$ cat src/rtl/rib_pkg.sv
// Shared types and constants for the RIB data-bus arbiter (rib_arb and rib_arb_pick).
package rib_pkg;

  localparam int RIB_ADDR_W = 32;
  localparam int RIB_DATA_W = 32;

  // Read data returned to a master whose transaction timed out.
  localparam logic [RIB_DATA_W-1:0] RIB_TIMEOUT_RDATA = 32'h0;

  typedef enum logic [1:0] {
    IDLE = 2'd0,
    BUSY = 2'd1,
    RESP = 2'd2
  } rib_arb_state_e;

  typedef enum logic [2:0] {
    BYTE = 3'd0,
    HALF = 3'd1,
    WORD = 3'd2
  } size_e;

endpackage

$ cat src/rtl/rib_arb_pick.sv
// Combinational winner search: first requester found scanning upward from start_i, wrapping at N.
// A start of 0 gives plain lowest-index-wins priority.
module rib_arb_pick #(
  parameter int N  = 3,
  parameter int IW = $clog2(N)
) (
  input  logic [N-1:0]  req_i,
  input  logic [IW-1:0] start_i,
  output logic [N-1:0]  gnt_o,
  output logic [IW-1:0] idx_o,
  output logic          found_o
);

  logic [IW-1:0] cand;

  always_comb begin
    gnt_o   = '0;
    idx_o   = '0;
    found_o = 1'b0;
    cand    = '0;
    for (int off = 0; off < N; off++) begin
      cand = IW'((int'(start_i) + off) % N);
      if (!found_o && req_i[cand]) begin
        found_o     = 1'b1;
        gnt_o[cand] = 1'b1;
        idx_o       = cand;
      end
    end
  end

endmodule

$ cat src/rtl/rib_arb.sv
// Single-port data-bus arbiter: one transaction at a time, IDLE -> BUSY -> RESP -> IDLE.
// Define RIB_ARB_RR_EN for round-robin arbitration; otherwise fixed priority (m0 highest).
module rib_arb
  import rib_pkg::*;
#(
  parameter int NUM_MASTERS    = 3,
  parameter int TIMEOUT_CYCLES = 16
) (
  input  logic                              clk,
  input  logic                              rst,
  input  logic [NUM_MASTERS-1:0]            m_req_i,
  input  logic [NUM_MASTERS*RIB_ADDR_W-1:0] m_addr_i,
  input  logic [NUM_MASTERS*RIB_DATA_W-1:0] m_wdata_i,
  input  logic [NUM_MASTERS-1:0]            m_we_i,
  input  logic [NUM_MASTERS*3-1:0]          m_size_i,
  output logic [NUM_MASTERS-1:0]            m_gnt_o,
  output logic [NUM_MASTERS-1:0]            m_ack_o,
  output logic [NUM_MASTERS-1:0]            m_err_o,
  output logic [RIB_DATA_W-1:0]             m_rdata_o,
  output logic [NUM_MASTERS-1:0]            hold_o,
  output logic                              s_req_o,
  output logic [RIB_ADDR_W-1:0]             s_addr_o,
  output logic [RIB_DATA_W-1:0]             s_wdata_o,
  output logic                              s_we_o,
  output logic [2:0]                        s_size_o,
  input  logic [RIB_DATA_W-1:0]             s_rdata_i,
  input  logic                              s_ack_i,
  output rib_arb_state_e                    dbg_state_o
);

  localparam int N     = NUM_MASTERS;
  localparam int IW    = $clog2(N);
  localparam int CNT_W = (TIMEOUT_CYCLES > 0) ? $clog2(TIMEOUT_CYCLES + 1) : 1;
  localparam logic [CNT_W-1:0] CNT_LAST = CNT_W'(TIMEOUT_CYCLES - 1);

  rib_arb_state_e        state_q, state_d;
  logic [N-1:0]          gnt_q, gnt_d;
  logic [N-1:0]          ack_q, ack_d;
  logic [N-1:0]          err_q, err_d;
  logic [RIB_DATA_W-1:0] rdata_q, rdata_d;
  logic                  s_req_q, s_req_d;
  logic [RIB_ADDR_W-1:0] addr_q, addr_d;
  logic [RIB_DATA_W-1:0] wdata_q, wdata_d;
  logic                  we_q, we_d;
  size_e                 size_q, size_d;
  logic [CNT_W-1:0]      cnt_q, cnt_d;

  logic [IW-1:0] pick_start;
  logic [N-1:0]  pick_gnt;
  logic [IW-1:0] pick_idx;
  logic          pick_found;

`ifdef RIB_ARB_RR_EN
  logic [IW-1:0] ptr_q, ptr_d;
  assign pick_start = ptr_q;
`else
  assign pick_start = '0;
`endif

  rib_arb_pick #(.N(N), .IW(IW)) u_pick (
    .req_i   (m_req_i),
    .start_i (pick_start),
    .gnt_o   (pick_gnt),
    .idx_o   (pick_idx),
    .found_o (pick_found)
  );

  always_comb begin
    state_d = state_q;
    gnt_d   = gnt_q;
    ack_d   = '0;
    err_d   = '0;
    rdata_d = '0;
    s_req_d = s_req_q;
    addr_d  = addr_q;
    wdata_d = wdata_q;
    we_d    = we_q;
    size_d  = size_q;
    cnt_d   = cnt_q;
`ifdef RIB_ARB_RR_EN
    ptr_d   = ptr_q;
`endif
    case (state_q)
      IDLE: begin
        if (pick_found) begin
          state_d = BUSY;
          gnt_d   = pick_gnt;
          s_req_d = 1'b1;
          addr_d  = m_addr_i[pick_idx*RIB_ADDR_W +: RIB_ADDR_W];
          wdata_d = m_wdata_i[pick_idx*RIB_DATA_W +: RIB_DATA_W];
          we_d    = m_we_i[pick_idx];
          size_d  = size_e'(m_size_i[pick_idx*3 +: 3]);
          cnt_d   = '0;
`ifdef RIB_ARB_RR_EN
          ptr_d   = IW'((int'(pick_idx) + 1) % N);
`endif
        end
      end
      BUSY: begin
        if (s_ack_i) begin
          state_d = RESP;
          s_req_d = 1'b0;
          ack_d   = gnt_q;
          rdata_d = s_rdata_i;
        end else if ((TIMEOUT_CYCLES != 0) && (cnt_q == CNT_LAST)) begin
          state_d = RESP;
          s_req_d = 1'b0;
          ack_d   = gnt_q;
          err_d   = gnt_q;
          rdata_d = RIB_TIMEOUT_RDATA;
        end else if (TIMEOUT_CYCLES != 0) begin
          cnt_d = cnt_q + CNT_W'(1);
        end
      end
      RESP: begin
        // Always pass through IDLE so the owner can drop its request first.
        state_d = IDLE;
        gnt_d   = '0;
      end
      default: begin
        state_d = IDLE;
        gnt_d   = '0;
        s_req_d = 1'b0;
      end
    endcase
  end

  always_ff @(posedge clk) begin
    if (rst) begin
      state_q <= IDLE;
      gnt_q   <= '0;
      ack_q   <= '0;
      err_q   <= '0;
      rdata_q <= '0;
      s_req_q <= 1'b0;
      addr_q  <= '0;
      wdata_q <= '0;
      we_q    <= 1'b0;
      size_q  <= BYTE;
      cnt_q   <= '0;
`ifdef RIB_ARB_RR_EN
      ptr_q   <= '0;
`endif
    end else begin
      state_q <= state_d;
      gnt_q   <= gnt_d;
      ack_q   <= ack_d;
      err_q   <= err_d;
      rdata_q <= rdata_d;
      s_req_q <= s_req_d;
      addr_q  <= addr_d;
      wdata_q <= wdata_d;
      we_q    <= we_d;
      size_q  <= size_d;
      cnt_q   <= cnt_d;
`ifdef RIB_ARB_RR_EN
      ptr_q   <= ptr_d;
`endif
    end
  end

  assign m_gnt_o     = gnt_q;
  assign m_ack_o     = ack_q;
  assign m_err_o     = err_q;
  assign m_rdata_o   = rdata_q;
  assign hold_o      = m_req_i & ~ack_q;
  assign s_req_o     = s_req_q;
  assign s_addr_o    = addr_q;
  assign s_wdata_o   = wdata_q;
  assign s_we_o      = we_q;
  assign s_size_o    = size_q;
  assign dbg_state_o = state_q;

endmodule
$ cat config.mk
export PLATFORM = sky130hd
export DESIGN_NAME = rib_arb
export DESIGN_NICKNAME = d
export VERILOG_FILES = /design/src/rtl/rib_pkg.sv /design/src/rtl/rib_arb_pick.sv /design/src/rtl/rib_arb.sv
export SDC_FILE = /design/constraint.sdc
export NUM_CORES = 1
export LEC_CHECK = 0
export BUFFER_PORTS_ARGS = -buffer_cell sky130_fd_sc_hd__buf_2
export CORE_ASPECT_RATIO = 0.5
export CORE_UTILIZATION = 35
export DETAILED_ROUTE_END_ITERATION = 6
export PLACE_DENSITY = 0.77
export SYNTH_ARGS = -nofsm -noshare
export SYNTH_HDL_FRONTEND = slang
export SYNTH_SLANG_ARGS = --single-unit
$ cat constraint.sdc
create_clock -name clk -period 2 [get_ports clk]
set_input_delay 0.2 -clock clk [delete_from_list [all_inputs] [get_ports clk]]
set_output_delay 0.2 -clock clk [all_outputs]
set_load 0.1 [all_outputs]
==> metrics <==
Cells after DPL 1199; CTS tree done; Fmax about 530 MHz; P_leak roughly 4.4 nW; detailed-route via count between 6000 and 7000; worst hold path type in -> reg; global route total overflow 0; hold buffer count at CTS 0; area delta synth->final 43.2%; yosys warns 0; # Post-CTS Setup Buffers 0; WHS Path Cells 2; Post-Synth XOR/XNOR Area 0%; area share of the largest cell type after synthesis around two fifths; CTS H-Tree Depth 4; Clock Latency Late Sink 0.40 ns; Post-Synthesis Cells 668; Mean Syn Cell Area between 8 and 9 µm²; CP required 2.29 ns; GP Congestion 0.886; slew margin rel. 63.7%; largest family of logic cells by synthesized area compound AO/OA/AOI/OAI gates; Total GRT Usage 21.5%; total chip power 8.17 mW; met2 WL between 10000 and 15000 µm; Die Y 94.4 µm; worst ir drop on vdd 509 µV; post-synthesis compound-gate area fraction 28.8%; endpoint class of the critical path flop; vias in the first global route around 6000; max-cap viol count 0; Tcrit/Tclk final between 90% and 100%; number of buffers created by CTS 17; slowest CP cell or4b_4; HPWL Detailed 14300 µm; clk root buf clkbuf_16; share of cells above drive strength 1 roughly 44%; die area about 18000 µm²; Seq/Total Area, Yosys 39.2%; Critical Path AT 2.19 ns; mux share of post-synthesis cell area 0%; Cell Pwr Density ~950 nW/µm²; largest net degree at the start of global routing 90; initial antenna violation count 1; # DRC 0; Mapped Nets around 900; Cell Area, Synth about 6000 µm²; DR iter-0 viols just under 300; CP max stage delay 0.58 ns; DRT Pass-1 Iters 5; Netlist cell types 39; num ports about 360; Post-Synth Simple-Gate Area between 20% and 30%; clock buffer depth 2; Top Layer Used met4; Initial Util a little over a third; skew final around 0.0087 ns; total wire length 19900 µm; final setup fails 0; Worst-Margin Slew about 0.54 ns; CP Launch Type flop; Final min period between 1.5 and 2 ns; die width roughly 190 µm; metal3 WL 1000 µm; CP Cell Sequence ha_2, and3_1, ha_1, or4b_4, a311o_1; Clock Pin Slew Worst Setup and Hold Paths around 0.060 ns; Filler cells ~1600; status finished, final reports clean; Synth area leaders dfxtp_1 39%, a32o_1 11%, nor3b_1 8.7%, o21bai_1 8.7%, a2bb2oi_1 7.0%; Core Region about 17000 µm²; worst r2r path cells 5; Final Hold Vio Count 0; Rows 33; Final Non-Filler Cells ~1200; Metal-1 WL approximately 8500 µm; Port Buffers around 360; first-pass GRT wire length between 30000 and 40000 µm; post-DR wirelength/cell approximately 16 µm; DR vias/cell between 5 and 6; clock sinks ~120; post-route ant nets 0; nets@finish 1235; CP Class reg -> reg; #FFs+latches synth between 100 and 150; Synth area leader dfxtp_1; Final Max Tran Viols 0; Adder-Cell Fraction of Synth Area less than 1%; crit-path max FO 7; unrepaired setup endpoints after global routing false
==> worst max-delay path, delay by kind of cell (launching register included) <==
| kind | cells | cell delay [ns] |
|---|---|---|
| adders and majority gates | 2 | 0.39 |
| and+or+nand+nor | 2 | 0.77 |
| DFF | 1 | 0.34 |
| AOI/OAI and AO/OA | 1 | 0.29 |
==> cell usage after synthesis <==
| master | n |
|---|---|
| or4b_1 | 1 |
| ha_1 | 2 |
| o21bai_1 | 69 |
| o311ai_0 | 1 |
| nand3_1 | 1 |
| nor2b_1 | 24 |
| nand2b_1 | 1 |
| o21ai_1 | 1 |
| or2_2 | 22 |
| o21ba_2 | 1 |
| nor3_1 | 4 |
| nand2_1 | 3 |
| buf_1 | 3 |
| nand4_1 | 2 |
| nor4_1 | 1 |
| inv_1 | 51 |
| a21oi_1 | 4 |
| a32o_1 | 68 |
| a31o_2 | 1 |
| or3b_1 | 1 |
| buf_2 | 16 |
| nand4b_1 | 1 |
| nor2_1 | 54 |
| nor4b_1 | 1 |
| a2bb2oi_1 | 48 |
| nor3b_1 | 69 |
| nor3b_2 | 1 |
| clkbuf_1 | 45 |
| o2111ai_1 | 1 |
| and3_1 | 35 |
| and2_1 | 6 |
| clkbuf_2 | 1 |
| dfxtp_1 | 117 |
| a21boi_0 | 1 |
| buf_6 | 4 |
| a311o_1 | 1 |
| o21ai_0 | 4 |
| o31ai_1 | 1 |
| or3_4 | 1 |
==> area by class of cell <==
| class | count | area [µm²] | area share [%] |
|---|---|---|---|
| Clock inverter | 13 | 134 | 1.56 |
| Sequential cell | 117 | 2340 | 27.4 |
| Timing Repair Buffer | 373 | 1980 | 23.1 |
| Multi-Input combinational cell | 431 | 3190 | 37.2 |
| Antenna cell | 1 | 2.50 | 0.0292 |
| Tap cell | 227 | 284 | 3.32 |
| Clock buffer | 19 | 443 | 5.17 |
| Inverter | 51 | 191 | 2.23 |
==> flip-flops by register name, summed over array words and instances, names as in the netlist <==
| signal | cells |
|---|---|
| m_rdata_o | 32 |
| s_we_o | 1 |
| m_err_o | 3 |
| m_gnt_o | 3 |
| m_ack_o | 3 |
| dbg_state_o | 2 |
| s_req_o | 1 |
| cnt_q | 5 |
| s_wdata_o | 32 |
| s_addr_o | 32 |
| s_size_o | 3 |
==> metrics by stage <==
step / utilization (%) / TNS, ns / hold WS, ns / setup slack [ns] / cell area, µm²
after floorplan: - / 0 / 0.353 / 0.0348 / 5990
after global placement: 48.1 / -0.0158 / 0.430 / -0.0158 / 7960
after detailed placement: 48.1 / -0.0471 / 0.436 / -0.0471 / 7960
after CTS: 51.6 / 0 / 0.00266 / 0.0282 / 8540
after global routing: 51.7 / 0 / 0.000300 / 0.00955 / 8570
final: 51.7 / 0 / 0.0265 / 0.102 / 8570
==> where the power goes <==
group	switching [mW]	total [mW]	internal, mW
combinational	1.93	2.59	0.665
clock	1.18	2.96	1.78
sequential	0.0997	2.62	2.52
total	3.21	8.17	4.96
==> cells by family (layout without fill, tap and decap cells) <==
group,count (synthesis),in the layout
AO/OA/AOI/OAI,201,201
flip-flops,117,117
other,0,1
buffers and inverters,120,456
AND/OR/NAND/NOR,228,228
adder cells (fa/ha/maj),2,2
==> worst paths after layout <==
path                             startpoint                        end  slack, ns
hold reg to reg   s_addr_o[12]$_SDFFE_PP0P_  s_addr_o[12]$_SDFFE_PP0P_       0.46
hold / removal                s_rdata_i[17]   m_rdata_o[17]$_SDFF_PP0_       0.03
setup reg to reg      cnt_q[0]$_SDFFE_PP0P_      cnt_q[3]$_SDFFE_PP0P_       0.10
setup / recovery      cnt_q[0]$_SDFFE_PP0P_      cnt_q[3]$_SDFFE_PP0P_       0.10
==> timing repair <==
| action | CTS | global route |
|---|---|---|
| pin swaps | 0 | 3 |
| endpoints found under the hold margin | 0 | 0 |
| resized for setup | 1 | 5 |
| cloned | 0 | 0 |
| setup endpoints to repair | 2 | 4 |
==> layer usage <==
layer  vias up  track usage (%)
li1       3081                -
met1      3099             26.6
met2       214             37.0
met3        33             5.13
met4         0             7.58
met5         -                0
==> placed cells by master, fill, tap and decap left out, types with 4 or more instances in the layout <==
cell / netlist / layout
o21bai_1: 69 / 69
nor3b_1: 69 / 69
clkbuf_16: 0 / 17
o21ai_0: 4 / 4
nor3_1: 4 / 4
and2_1: 6 / 6
inv_1: 51 / 51
buf_2: 16 / 353
and3_1: 35 / 34
a32o_1: 68 / 68
buf_4: 0 / 15
nor2b_1: 24 / 21
dfxtp_1: 117 / 115
or2_2: 22 / 22
inv_6: 0 / 8
nor2_1: 54 / 54
a2bb2oi_1: 48 / 48
buf_12: 0 / 5
(Power assumes the default switching activity.)
